==> src/rtl/chunked_addsub.sv <==
// chunked_addsub: multi-cycle adder/subtractor that adds CHUNK bits per clock.
// The inter-chunk carry is held in a register, so wide operands need no long
// combinational carry chain.
// Issued with a start/done handshake. Returns the result plus carry,
// signed-overflow and zero flags.
// Optional feature macro: ADDER_SAT_EN. When defined, it adds the 'sat' input,
// which clamps the result on signed overflow.
module chunked_addsub #(
  parameter int WIDTH = 32,
  parameter int CHUNK = 8
) (
  input  logic             clk,
  input  logic             rst_n,
  input  logic             start,
  input  logic             sub,
  input  logic [WIDTH-1:0] Ain,
  input  logic [WIDTH-1:0] Bin,
`ifdef ADDER_SAT_EN
  input  logic             sat,
`endif
  output logic             busy,
  output logic             done,
  output logic [WIDTH-1:0] add_out,
  output logic             carry_out,
  output logic             overflow,
  output logic             zero
);

  localparam int NCHUNK = WIDTH / CHUNK;
  // Index register is at least one bit wide so CHUNK==WIDTH still elaborates.
  localparam int IDXW   = (NCHUNK > 1) ? $clog2(NCHUNK) : 1;
  localparam logic [IDXW-1:0] LAST_IDX = IDXW'(NCHUNK - 1);

  // Reject chunk sizes that do not tile the operand exactly.
  generate
    if ((CHUNK < 1) || ((WIDTH % CHUNK) != 0)) begin : g_bad_chunk
      $error("chunked_addsub: WIDTH must be an integer multiple of CHUNK");
    end
  endgenerate

  typedef enum logic {
    IDLE = 1'b0,
    RUN  = 1'b1
  } state_t;

  state_t           state_q;
  logic [WIDTH-1:0] a_q;         // captured operand A
  logic [WIDTH-1:0] b_q;         // captured B, already inverted for subtract
  logic [WIDTH-1:0] res_q;       // working result, filled chunk by chunk
  logic [IDXW-1:0]  idx_q;       // chunk currently being added
  logic             carry_q;     // carry into the current chunk
  logic             busy_q;
  logic             done_q;
  logic [WIDTH-1:0] add_out_q;
  logic             carry_out_q;
  logic             overflow_q;
  logic             zero_q;

  logic [CHUNK-1:0] a_chunk;
  logic [CHUNK-1:0] b_chunk;
  logic [CHUNK:0]   sum;         // {carry, chunk result}
  logic [WIDTH-1:0] res_d;       // working result with this cycle's chunk merged
  logic             ovf_d;
  logic [WIDTH-1:0] final_d;     // value to publish on add_out at completion

  // Select the active chunk, add it, and merge it into the working result.
  always_comb begin
    a_chunk = '0;
    b_chunk = '0;
    for (int i = 0; i < NCHUNK; i++) begin
      if (idx_q == IDXW'(i)) begin
        a_chunk = a_q[i*CHUNK +: CHUNK];
        b_chunk = b_q[i*CHUNK +: CHUNK];
      end
    end

    sum = {1'b0, a_chunk} + {1'b0, b_chunk} + (CHUNK+1)'(carry_q);

    res_d = res_q;
    for (int i = 0; i < NCHUNK; i++) begin
      if (idx_q == IDXW'(i)) begin
        res_d[i*CHUNK +: CHUNK] = sum[CHUNK-1:0];
      end
    end

    // Overflow occurs when both effective operands share a sign
    // and the result's sign differs from it.
    ovf_d = (a_q[WIDTH-1] == b_q[WIDTH-1]) && (res_d[WIDTH-1] != a_q[WIDTH-1]);

    final_d = res_d;
`ifdef ADDER_SAT_EN
    // Clamp toward the sign of A. On overflow, A carries the true sign.
    if (sat && ovf_d) begin
      final_d = a_q[WIDTH-1] ? {1'b1, {(WIDTH-1){1'b0}}}
                             : {1'b0, {(WIDTH-1){1'b1}}};
    end
`endif
  end

  // Control FSM plus datapath registers. Outputs are updated only at completion.
  always_ff @(posedge clk or negedge rst_n) begin
    if (!rst_n) begin
      state_q     <= IDLE;
      a_q         <= '0;
      b_q         <= '0;
      res_q       <= '0;
      idx_q       <= '0;
      carry_q     <= 1'b0;
      busy_q      <= 1'b0;
      done_q      <= 1'b0;
      add_out_q   <= '0;
      carry_out_q <= 1'b0;
      overflow_q  <= 1'b0;
      zero_q      <= 1'b0;
    end else begin
      done_q <= 1'b0;
      case (state_q)
        IDLE: begin
          if (start) begin
            a_q     <= Ain;
            b_q     <= sub ? ~Bin : Bin;
            carry_q <= sub;              // +1 completes the two's complement
            idx_q   <= '0;
            res_q   <= '0;
            busy_q  <= 1'b1;
            state_q <= RUN;
          end
        end
        RUN: begin
          res_q   <= res_d;
          carry_q <= sum[CHUNK];
          idx_q   <= idx_q + IDXW'(1);
          if (idx_q == LAST_IDX) begin
            add_out_q   <= final_d;
            carry_out_q <= sum[CHUNK];
            overflow_q  <= ovf_d;
            zero_q      <= (final_d == '0);
            done_q      <= 1'b1;
            busy_q      <= 1'b0;
            idx_q       <= '0;
            state_q     <= IDLE;
          end
        end
        default: state_q <= IDLE;
      endcase
    end
  end

  assign busy      = busy_q;
  assign done      = done_q;
  assign add_out   = add_out_q;
  assign carry_out = carry_out_q;
  assign overflow  = overflow_q;
  assign zero      = zero_q;

endmodule

==> config.mk <==
export PLATFORM = sky130hd
export DESIGN_NAME = chunked_addsub
export DESIGN_NICKNAME = d
export VERILOG_FILES = /design/src/rtl/chunked_addsub.sv
export SDC_FILE = /design/constraint.sdc
export NUM_CORES = 1
export LEC_CHECK = 0
export ABC_AREA = 0
export ABC_CLOCK_PERIOD_IN_PS = 6700
export CAP_MARGIN = 25
export CORE_MARGIN = 10
export CORE_UTILIZATION = 55
export DETAILED_ROUTE_END_ITERATION = 16
export PLACE_DENSITY_LB_ADDON = 0.05
export RECOVER_POWER = 50
export SYNTH_ARGS = -nofsm -noshare
export SYNTH_HDL_FRONTEND = slang
export SYNTH_SLANG_ARGS = --single-unit
==> constraint.sdc <==
create_clock -name clk -period 6.7 [get_ports clk]
set_input_delay 1.005 -clock clk [delete_from_list [all_inputs] [get_ports clk]]
set_output_delay 1.005 -clock clk [all_outputs]
set_load 0.02 [all_outputs]
==> out/results.txt, run 1 <==
The run finished, with violations left. The final reports fail on capacitance limit, slew limit. The number of antenna violations at the first check in global routing is 0. For the pin with the worst max-slew slack, the measured transition is 3.359 ns. The number of global-route vias before repair was 5652; the number of synthesized register bits was 134. In this run the deepest clock path goes through 2 buffers. Clock tree synthesis selected as its root buffer the cell sky130_fd_sc_hd__clkbuf_16. The pin count of the biggest net entering global routing was 77. For this run, asynchronously set or reset flops after synthesis account for 100.0%. At the end of routability-driven placement, the weighted congestion stood at 0.8594. The most common flop cell mapped by yosys is sky130_fd_sc_hd__dfrtp_1.

Among all stages on the critical path, the largest delay is contributed by sky130_fd_sc_hd__clkbuf_1. The run gives 27.94 mm as the global-route wire length before repair. Measured along the y axis, the die boundary spans 129.2 um. Clock-pin slew was measured on the worst setup and hold paths at 0.06 ns. The class of the worst hold path is reg2reg.

The worst hold path begins at add_out[29]$_DFFE_PN0P_. The worst setup path is captured at an asynchronous set/reset pin. In this run the remaining antenna-violating nets after routing total 0. TritonCTS created 17 clock buffers. The die is 129.2 um wide. Ranked by total cell area, the synthesized netlist is headed by sky130_fd_sc_hd__dfrtp_1 (51%), sky130_fd_sc_hd__nand2_1 (12%), sky130_fd_sc_hd__o21ai_0 (5.6%). The worst path meets setup with 1.952 ns of slack.

The synthesized design contains 0 enable-type register cells. The post-route netlist has 7.108% of its cells at a drive strength greater than 1. Compared with the post-synthesis result, the final layout area differs by 26.58%.

The setup path with the least slack is of type in2async. For the half-perimeter wire length after detailed placement, the log shows 11.98 mm. The clock arrives with 0.006527 ns of skew. The logs give 722 for the synthesized netlist cell count and 11560 um^2 for the core region area.

The number of iterations in the first detailed-routing pass is 5, and the cell leakage power is 0.003877 uW. The power per standard cell area is 568.8 nW/um^2. Cell class contributing the biggest share of worst-path delay: buffers and inverters. Adding up every negative setup slack in the final design gives 0 ns. The tools report the startpoint kind of the worst setup timing path as an input port. Setup repair after global routing left no endpoint under its margin. For the maximum vdd drop, the log shows 0.2572 mV. The number of max-slew violations in the final report was 137.

Summing the sequential cell areas from Yosys gives 51.14% of the chip area. The number of setup violations in the final report is 0. During I/O placement, the number of pins put on the boundary was 105. The run gives 2 as the count of max-cap constraint violations. The critical path goes through clkbuf_1, clkbuf_2. For hold timing, the worst endpoint is add_out[29]$_DFFE_PN0P_.

The run gives 0 as the total grt overflow. The startpoint identified for the worst register-to-register timing path is idx_q[1]$_DFFE_PN0P_. The number of buffers added on ports was 104; the slack of the worst reg-to-reg path was 2.35 ns. The endpoint identified for the worst register-to-register timing path is res_q[6]$_DFFE_PN0P_. In this run the worst path has a maximum fanout of 72. The time the worst path needs with I/O delays and setup was 4.748 ns. The clock tree synthesis step divided the H-tree into 4 levels.

The share of the cycle needed by the critical path after routing came out at 70.86%. Counting every net in the synthesized netlist gives 803. Global routing used 20.98% of the available tracks across all layers.

The area share of the leading cell type in the synthesized netlist was 51.14%; the number of placement rows was 39. The total via count after detailed routing was 5374; the effective utilization at floorplan was 56.70%. The detailed-route wire length per cell works out to 17.64 um.

Across all hold checks on the routed design, the worst slack comes to 0.4670 ns. The run gives 0 as the number of antenna repair diodes. In this run the cell area of the synthesized design comes to 6558 um^2. The logs give 4.94 ns for the critical path arrival and 884 for the number of nets in the layout.

The count of buffering cells on the critical path with inverters included works out to 2. TritonCTS built the clock tree. After routing the design area is 8300 um^2. Summed over all layers, the routed wires come to 16.92 mm. The largest single stage delay on the critical path is 2.32 ns. The fmax is 0.2106 GHz. The post-synthesis cell type with the largest combined area is sky130_fd_sc_hd__dfrtp_1.

The number of different library cells used by synthesis comes to 49. After clock tree synthesis, the flow added hold-fix buffers numbering 0. The standard cell area after detailed placement is 7667 um^2.

Post-CTS repair timing setup buffer count: 0. The area of the die came out at 16690 um^2. In this run the mean area of a mapped cell was 9.082 um^2. Along the worst hold path, the cell count comes to 2. The via density per instance is 5.604, and the clock latency on the worst-skew pair is 0.41 ns. The tools report the total count of hold-check failures in the final report as 0.

For the worst setup path, the data required time is 6.90 ns. The worst register-to-register path has a depth of 15. The number of DRC markers after the initial detailed-route iteration is 487. The tools report the post-cts repair resize count as 0. For the headroom to the max-slew limit, the log shows -123.9%.

The DRC violations left was 0. The tree built by TritonCTS fans out to 134 sinks. Timing analysis after detailed placement gives a worst setup slack of 2.402 ns. The Yosys step of the flow raised 0 warnings.
## sequential cells by signal, summed over array words and instances (netlist names)
register	cells
a_q	32
add_out	32
b_q	32
res_q	29
idx_q	2
busy	1
carry_out	1
carry_q	1
done	1
overflow	1
state_q	1
zero	1
## where the power goes
part           internal [uW]  switching (uW)  total [uW]
registers               1150             218        1370
logic                    887            1460        2350
clock network            651             352        1000
total                   2690            2030        4720
## kinds of logic (layout without fill, tap and decap cells)
kind of cell    Yosys count  after routing  synth area share [%]
compound gates          158            158                 14.62
xor+xnor                 39             39                 5.209
fa+ha+maj                13             13                 2.709
buf+inv                  59            153                 3.415
flops                   134            134                 51.14
mux                      26             26                 4.102
simple gates            293            293                 18.81
## cells in the mapped netlist (4+ instances only)
| library cell | instances |
|---|---|
| sky130_fd_sc_hd__a21o_1 | 8 |
| sky130_fd_sc_hd__a21oi_1 | 39 |
| sky130_fd_sc_hd__a22o_1 | 14 |
| sky130_fd_sc_hd__a32o_1 | 5 |
| sky130_fd_sc_hd__buf_1 | 8 |
| sky130_fd_sc_hd__clkbuf_1 | 40 |
| sky130_fd_sc_hd__dfrtp_1 | 134 |
| sky130_fd_sc_hd__ha_1 | 11 |
| sky130_fd_sc_hd__inv_1 | 8 |
| sky130_fd_sc_hd__mux2_2 | 7 |
| sky130_fd_sc_hd__mux2i_1 | 19 |
| sky130_fd_sc_hd__nand2_1 | 211 |
| sky130_fd_sc_hd__nand2b_1 | 5 |
| sky130_fd_sc_hd__nor2_1 | 41 |
| sky130_fd_sc_hd__nor2b_1 | 9 |
| sky130_fd_sc_hd__nor4_1 | 4 |
| sky130_fd_sc_hd__o21ai_0 | 73 |
| sky130_fd_sc_hd__xnor2_1 | 36 |
## metal layers
layer,part of all wire (%),wire length (um),GRT usage [%],vias up
li1,-,-,-,2580
met1,41,6942,24.72,2578
met2,52,8777,36.71,186
met3,5.3,892,4.894,30
met4,1.8,304,7.559,0
met5,0,0,0,-
## area by class of cell
type / instances / area, um^2
clock buffers: 20 / 466.7
clock inverters: 12 / 175.2
fillers: 883 / 3264
inverters: 9 / 33.78
multi-input cells: 529 / 2985
flip-flops and latches: 134 / 3353
well taps: 143 / 178.9
repair buffers: 112 / 1107
## per-stage QoR
step	std cells	total power (uW)	util, %
after floorplan	722	2910	-
after global routing	959	5040	71.77
after global placement	926	3624	66.06
after detailed placement	927	3711	66.30
final	959	4721	71.77
after CTS	959	4739	71.85
## cells in the final DEF, fill, tap and decap left out, types with 3 or more instances in the layout
master	synthesis	final
sky130_fd_sc_hd__a32o_1	5	5
sky130_fd_sc_hd__inv_1	8	8
sky130_fd_sc_hd__clkbuf_16	0	17
sky130_fd_sc_hd__bufinv_16	0	4
sky130_fd_sc_hd__nor2_1	41	41
sky130_fd_sc_hd__nor3_1	3	3
sky130_fd_sc_hd__a22o_1	14	14
sky130_fd_sc_hd__mux2i_1	19	19
sky130_fd_sc_hd__dfrtp_1	134	134
sky130_fd_sc_hd__ha_1	11	10
sky130_fd_sc_hd__clkdlybuf4s50_1	0	87
sky130_fd_sc_hd__xnor2_1	36	36
sky130_fd_sc_hd__nor4_1	4	4
sky130_fd_sc_hd__dlygate4sd3_1	0	15
sky130_fd_sc_hd__buf_4	0	6
sky130_fd_sc_hd__xor2_1	3	3
sky130_fd_sc_hd__a21o_1	8	8
sky130_fd_sc_hd__clkbuf_8	0	3
sky130_fd_sc_hd__mux2_2	7	7
sky130_fd_sc_hd__nor3b_1	3	3
sky130_fd_sc_hd__a21oi_1	39	39
sky130_fd_sc_hd__o21ai_0	73	73
sky130_fd_sc_hd__or3_1	3	3
sky130_fd_sc_hd__nor2b_1	9	9
sky130_fd_sc_hd__clkinvlp_4	0	3
sky130_fd_sc_hd__clkinv_2	0	3
sky130_fd_sc_hd__nand2_1	211	211
sky130_fd_sc_hd__nand2b_1	5	4
## worst max path at each step
stage                                     from               endpoint  cells after the start
after global placement    idx_q[1]$_DFFE_PN0P_  res_q[22]$_DFFE_PN0P_                     15
final                                    rst_n    a_q[25]$_DFFE_PN0P_                      2
after detailed placement  idx_q[1]$_DFFE_PN0P_   res_q[6]$_DFFE_PN0P_                     15
after global routing                     rst_n    a_q[25]$_DFFE_PN0P_                      2
after floorplan           idx_q[1]$_DFFE_PN0P_       zero$_DFFE_PN0P_                     17
after CTS                 idx_q[1]$_DFFE_PN0P_   res_q[6]$_DFFE_PN0P_                     15
Power figures use the tool's default switching activity.
==> inputs of run 2 (changes only) <==
ABC_CLOCK_PERIOD_IN_PS = 4000   (was 6700)
CORE_UTILIZATION = 49   (was 55)
clock period = 4 ns   (was 6.7 ns; I/O delays follow)
==> out/results.txt, run 2 (same netlist as run 1, synthesis figures left out) <==
The flow ran to the end, but the final reports show violations. The final reports fail on capacitance limit, slew limit. The worst setup path is of the reg2reg kind. Summed over all layers, the global routing overflow is 0. After the last flow step, the layout net total stands at 897. The number of antenna violations at the first check in global routing came out at 0. In this run, the number of DRC markers left after iteration 0 of detailed routing was 340. The worst setup path is captured at a flip-flop. Registers take 3353 um^2. The worst reg2reg path startpoint is idx_q[1]$_DFFE_PN0P_.

Summing all non-filler instances in the final layout gives an area of 8488 um^2. At the later pin of the worst-skew pair, clock insertion delay measures 0.43 ns. The tools report the effective utilization at floorplan as 49.72%. The endpoint identified for the worst register-to-register timing path is zero$_DFFE_PN0P_. The logs give 27.62 mm for the global-route wire length before repair and 12.16 mm for the half-perimeter wire length after detailed placement. TritonCTS created 17 clock buffers. The tools report the slack of the worst reg-to-reg path as 0.28 ns. Along the worst hold path, the cell count comes to 2. Setup repair after global routing left no endpoint under its margin. In the layout the commonest cells are sky130_fd_sc_hd__nand2_1 (211), sky130_fd_sc_hd__dfrtp_1 (134), sky130_fd_sc_hd__clkdlybuf4s50_1 (90), sky130_fd_sc_hd__o21ai_0 (73), sky130_fd_sc_hd__nor2_1 (41).

Die span in x: 135.7 um. The number of buffers on the longest clock path is 2. The library cell used most frequently in the layout, excluding fill and tap cells, is sky130_fd_sc_hd__nand2_1. Cells with a size suffix above 1 make up 8.444% of the layout.

After detailed routing, the average wire length per cell comes to 16.53 um. Across the VDD grid, the largest voltage drop is 0.4272 mV. The tools report the fmax as 0.2688 GHz. TritonCTS built the clock tree.

The worst register-to-register path has a depth of 16. The number of buffers added on ports came out at 104. The run gives 5435 as the number of global-route vias before repair. The number of placement rows is 42. In the finished design, the share of the clock period the worst path needs comes to 93.02%. Clock-pin slew was measured on the worst setup and hold paths at 0.06 ns. The die covers 18410 um^2. The count of non-filler cells in the finished layout is 1005, and the all-layer global routing usage is 18.94%. The tools report the startpoint of the tightest hold check path as add_out[12]$_DFFE_PN0P_.

For the total count of hold-check failures in the final report, the log shows 0. 0 antenna diodes ended up in the layout. The count of max-cap constraint violations came out at 1.

The number of placed I/O pins is 105, and the total negative setup slack is 0 ns. Entering global routing, the biggest net connects 84 pins. For the finished layout, the period the worst path requires is 3.721 ns. The total via count after detailed routing was 5278; the standard cell area after detailed placement was 7776 um^2. In this run the tightest slew margin relative to its limit is -91.64%.

The area growth from synthesis to layout is 29.44%. Master of the slowest instance on the critical path: sky130_fd_sc_hd__fa_1. The path with the worst hold slack has its endpoint at add_out[12]$_DFFE_PN0P_. In this run the number of H-tree levels came out at 4. The peak per-stage delay on the critical path works out to 0.58 ns. The layout has 1110 filler cells. The critical path arrival came out at 4.08 ns. Traced cell by cell, the critical path runs through inv_1, ha_1, nor2b_1, a22oi_1, nor2_1, a21oi_1, nor2_1, a21oi_1, fa_1, fa_1, nand2_1, nor4_4, o221ai_1, a2111o_1, a2111oi_2, a32o_2. The DRC violations left is 0. Routability-driven placement finished with a final weighted congestion of 0.8868.

The first detailed-routing pass ran for 5 iterations. The post-placement cell count came out at 970. Root buffer cell: sky130_fd_sc_hd__clkbuf_16.

Dividing the detail-routed via count by the number of cells gives 5.252. The clock skew was 0.007009 ns; the power per standard cell area was 968.8 nW/um^2. After clock tree synthesis, the flow added hold-fix buffers numbering 0. Class of the worst hold path: reg2reg. The total number of clock tree sinks was 134.

The power consumption came out at 8223 uW. The startpoint kind of the worst setup timing path was a flip-flop. For the number of antenna-violating nets in the routed design, the log shows 0. Setup violations remaining at the end of the flow were counted as 0. The floorplan step set the die height to 135.7 um.

In this run the standard cell core region covers 13190 um^2. The run gives 0.003955 uW as the cell leakage power. The number of max-slew violations in the final report was 52; the multi-input gate area in the final layout was 2995 um^2. For the pin with the worst max-slew slack, the measured transition is 2.875 ns. Data on the critical path is required at its endpoint by 4.36 ns. Along the worst path, the maximum fanout reaches 5. The final layout contains routed wiring with a total length of 16.62 mm.
## run 2: cell count changes in the layout (fill, tap and decap cells not counted), moves of 2 or more
| cell | change |
|---|---|
| sky130_fd_sc_hd__clkinvlp_4 | -2 |
| sky130_fd_sc_hd__clkbuf_1 | +3 |
| sky130_fd_sc_hd__bufinv_16 | +3 |
| sky130_fd_sc_hd__clkbuf_8 | -2 |
| sky130_fd_sc_hd__clkdlybuf4s50_1 | +3 |
| sky130_fd_sc_hd__buf_4 | +12 |
| sky130_fd_sc_hd__dlygate4sd3_1 | -3 |
## run 2: worst max path at each step
stage | startpoint | end | slack, ns | cells past startpoint
3_3_place_gp | idx_q[0]$_DFFE_PN0P_ | add_out[7]$_DFFE_PN0P_ | 0.41 | 16
2_1_floorplan | idx_q[1]$_DFFE_PN0P_ | zero$_DFFE_PN0P_ | 0.12 | 17
4_1_cts | idx_q[0]$_DFFE_PN0P_ | zero$_DFFE_PN0P_ | 0.23 | 16
3_5_place_dp | idx_q[0]$_DFFE_PN0P_ | add_out[7]$_DFFE_PN0P_ | 0.26 | 16
5_1_grt | idx_q[1]$_DFFE_PN0P_ | zero$_DFFE_PN0P_ | 0.01 | 16
6_report | idx_q[1]$_DFFE_PN0P_ | zero$_DFFE_PN0P_ | 0.28 | 16
## run 2: layer usage
| layer | vias up | global-route usage [%] | wire length (um) |
|---|---|---|---|
| met5 | - | 0 | 0 |
| met4 | 0 | 7.297 | 330 |
| met2 | 114 | 32.18 | 8454 |
| met3 | 23 | 4.228 | 815 |
| met1 | 2527 | 22.85 | 7014 |
| li1 | 2614 | - | - |
## run 2: metrics by stage
| step | hold slack (ns) | util (%) | setup slack, ns |
|---|---|---|---|
| 3_5_place_dp | 0.4649 | 58.95 | 0.2645 |
| 4_1_cts | 0.2257 | 64.21 | 0.2310 |
| 2_1_floorplan | 0.3044 | - | 0.1242 |
| 5_1_grt | 0.4913 | 64.35 | 0.01274 |
| 6_report | 0.4693 | 64.35 | 0.2793 |
| 3_3_place_gp | 0.4616 | 58.95 | 0.4112 |
## run 2: worst max-delay path, delay by kind of cell, from the launching register on
kind | cells | cell delay [ns]
compound gates | 7 | 1.29
fa+ha+maj | 3 | 1.28
buf+inv | 1 | 0.09
simple gates | 5 | 0.63
flops | 1 | 0.38
## run 2: repair_timing
item,4_1_cts,5_1_grt
setup endpoints to repair,0,5
setup buffers,0,3
gates resized for setup,0,2
## run 2: where the power goes
| part | total, uW | internal, uW | switching, uW |
|---|---|---|---|
| Clock | 1830 | 1250 | 585 |
| Combinational | 4110 | 1660 | 2450 |
| Sequential | 2280 | 1930 | 347 |
| Total | 8220 | 4840 | 3380 |
## run 2: final cells by class
class	count	area share (%)
Sequential cell	134	39.50
Clock inverter	13	2.948
Timing Repair Buffer	125	14.05
Multi-Input combinational cell	529	35.29
Tap cell	176	2.594
Inverter	9	0.3980
Clock buffer	19	5.218
==> inputs of run 3 (changes only) <==
SETUP_SLACK_MARGIN = 0.05   (was unset)
==> out/results.txt, run 3 (same netlist as run 1, synthesis figures left out) <==
The flow ran to the end, but the final reports show violations. The checks that failed: capacitance limit, slew limit. The number of buffers added on ports is 104. TritonCTS built the clock tree. The number of DRC markers after the initial detailed-route iteration came out at 346. The total grt overflow is 0, and the half-perimeter wire length after detailed placement is 12.16 mm. Power spread over the standard cell area amounts to 970.5 nW/um^2. The count of max-cap constraint violations is 1, and the count of non-filler cells in the finished layout is 1005. The path class of the tightest hold or removal check is reg2reg. The reported net switching power is 3390 uW, and the sum of routed wire length over all layers is 16.58 mm. For the sequential share of power, the log shows 27.7%.

The total via count after detailed routing is 5327. The type of the worst setup path is reg2reg. Die span in x: 135.7 um. The post-synthesis to final-layout area growth is 29.52%, and the cell leakage power is 0.003955 uW. The time the worst path needs with I/O delays and setup is 3.651 ns. The slack of the worst reg-to-reg path is 0.35 ns. The logs give 5435 for the number of global-route vias before repair and 0.42 ns for the clock latency on the worst-skew pair. Dividing the detail-routed wire length by the instance count gives 16.50 um.

The tools report the utilization after layout as 64.39%. The number of nets in the layout was 897; the via density per instance was 5.300. The part of the total power dissipated in combinational logic was 50.1%; the number of placed I/O pins was 105.

The number of antenna diodes in the final layout is 0. The area of the die came out at 18410 um^2. The share of final-layout standard cells stronger than drive strength 1 came out at 8.685%. The pre-antenna-repair detailed-routing pass consisted of 5 iterations.

The maximum vdd drop is 0.4397 mV. Sort of element at the end of the critical path: a flip-flop. Dividing the final minimum period by the clock period gives 91.29%. The run gives 17 as the number of buffers added by the clock tree synthesis step. The actual transition at the worst max-transition pin was 2.853 ns; the clock skew was 0.005994 ns. Prior to clock tree synthesis, the placed netlist has a worst setup slack of 0.2645 ns.

At the end of routability-driven placement, the weighted congestion stood at 0.8868. The initialized floorplan defines 42 standard-cell rows. The logs give 22.2% for the portion of total power attributed to the clock network and 0 for the DRC violations left. The critical path arrival is 4.01 ns, and the number of buffers on the longest clock path is 2.

After clock tree synthesis, the clock-pin slew on the worst setup and hold paths is 0.06 ns. Setup repair after global routing left no endpoint under its margin. The number of setup violations in the final report was 0. Leaving out fill and tap cells, the most frequent cell in the layout is sky130_fd_sc_hd__nand2_1. The logs give 134 for the total number of clock tree sinks and 8243 uW for the power consumption.

The worst setup path is launched from a flip-flop. The logs give 4853 uW for the design internal power and 4.36 ns for the data required time of the worst path. Global routing consumed, over all layers together, 18.94% of the routing resources. Counting tap cells, the placed design contains a total of 970 instances.

Summing all flip-flop and latch instances after layout gives 3353 um^2. The run gives 0 as the total count of hold-check failures in the final report. In the final layout, the multi-input gates occupy 3000 um^2. The number of hold buffers added after cts came out at 0. The floorplan step set the die height to 135.7 um. The global-route wire length before repair was 27.62 mm; the net switching share of the total power was 41.12%. The critical-path maximum fanout is 5. In the final timing run, aggregate negative setup slack is 0 ns. Headroom to the max-slew limit came out at -90.19%.

In the post-route analysis, the smallest setup slack over all paths is 0.3486 ns. The root buffer cell chosen for the clock tree is sky130_fd_sc_hd__clkbuf_16. Fill cells in the final layout number 1108. The H-tree was split into 4 levels. The number of max-slew violations in the final report was 52. In the layout the commonest cells are sky130_fd_sc_hd__nand2_1 (211), sky130_fd_sc_hd__dfrtp_1 (134), sky130_fd_sc_hd__clkdlybuf4s50_1 (90), sky130_fd_sc_hd__o21ai_0 (73), sky130_fd_sc_hd__nor2_1 (41). The detail route stage leaves a number of antenna-violating nets equal to 0. The core region area is 13190 um^2. The run gives 0 as the number of antenna violations at the first check in global routing. The effective utilization at floorplan is 49.72%, and the fmax is 0.2739 GHz.

Entering global routing, the biggest net connects 84 pins.
run 3: cell counts in the layout (fill, tap and decap cells not counted):
Identical to the previous run, type by type.
run 3: through the flow:
stage          instance area, um^2  hold slack (ns)
5_1_grt                       8493           0.4913
2_1_floorplan                 6558           0.3044
3_3_place_gp                  7776           0.4616
6_report                      8493           0.4693
4_1_cts                       8469           0.2257
3_5_place_dp                  7776           0.4649
run 3: power groups by stage:
stage	sequential, uW	clock (uW)	combinational (uW)
finish	2280	1830	4130
CTS	2290	1850	4050
global placement	2290	0	3950
floorplan	2370	0	2510
detailed placement	2310	0	4010
global route	2340	1920	4610
run 3: path summary, 6_finish.rpt:
| kind | start | to | depth (start not counted) |
|---|---|---|---|
| max in group asynchronous | rst_n | a_q[26]$_DFFE_PN0P_ | 1 |
| worst max-delay path | idx_q[1]$_DFFE_PN0P_ | zero$_DFFE_PN0P_ | 16 |
| worst max register to register | idx_q[1]$_DFFE_PN0P_ | zero$_DFFE_PN0P_ | 16 |
| min in group asynchronous | rst_n | add_out[10]$_DFFE_PN0P_ | 1 |
| worst min-delay path | add_out[12]$_DFFE_PN0P_ | add_out[12]$_DFFE_PN0P_ | 2 |
| worst min register to register | add_out[12]$_DFFE_PN0P_ | add_out[12]$_DFFE_PN0P_ | 2 |
run 3: critical path, cell delays in order, from the launching register on:
cell,delay [ns]
sky130_fd_sc_hd__dfrtp_1,0.38
sky130_fd_sc_hd__inv_1,0.09
sky130_fd_sc_hd__ha_1,0.24
sky130_fd_sc_hd__nor2b_1,0.18
sky130_fd_sc_hd__a22oi_1,0.08
sky130_fd_sc_hd__nor2_1,0.10
sky130_fd_sc_hd__a21oi_1,0.05
sky130_fd_sc_hd__nor2_1,0.11
sky130_fd_sc_hd__a21oi_1,0.08
sky130_fd_sc_hd__fa_2,0.41
sky130_fd_sc_hd__fa_2,0.58
sky130_fd_sc_hd__nand2_1,0.09
sky130_fd_sc_hd__nor4_4,0.13
sky130_fd_sc_hd__o221ai_1,0.15
sky130_fd_sc_hd__a2111o_1,0.38
sky130_fd_sc_hd__a2111oi_2,0.31
sky130_fd_sc_hd__a32o_2,0.22
run 3: area by class of cell:
cell class,count,share of cell area (%)
Clock inverter,13,2.946
Clock buffer,19,5.215
Multi-Input combinational cell,529,35.33
Tap cell,176,2.593
Timing Repair Buffer,125,14.04
Sequential cell,134,39.48
Inverter,9,0.3978
run 3: timing repair:
action,in CTS,in global routing
setup endpoints to repair,0,10
resized for setup,0,4
setup buffers,0,3
hold endpoints to repair,0,0
run 3: layer usage:
metal  vias up  wire length, um  global-route usage [%]
met5         -                0                       0
met4         0              330                   7.297
met3        25              863                   4.228
met2       146             8416                   32.18
met1      2549             6973                   22.85
li1       2607                -                       -
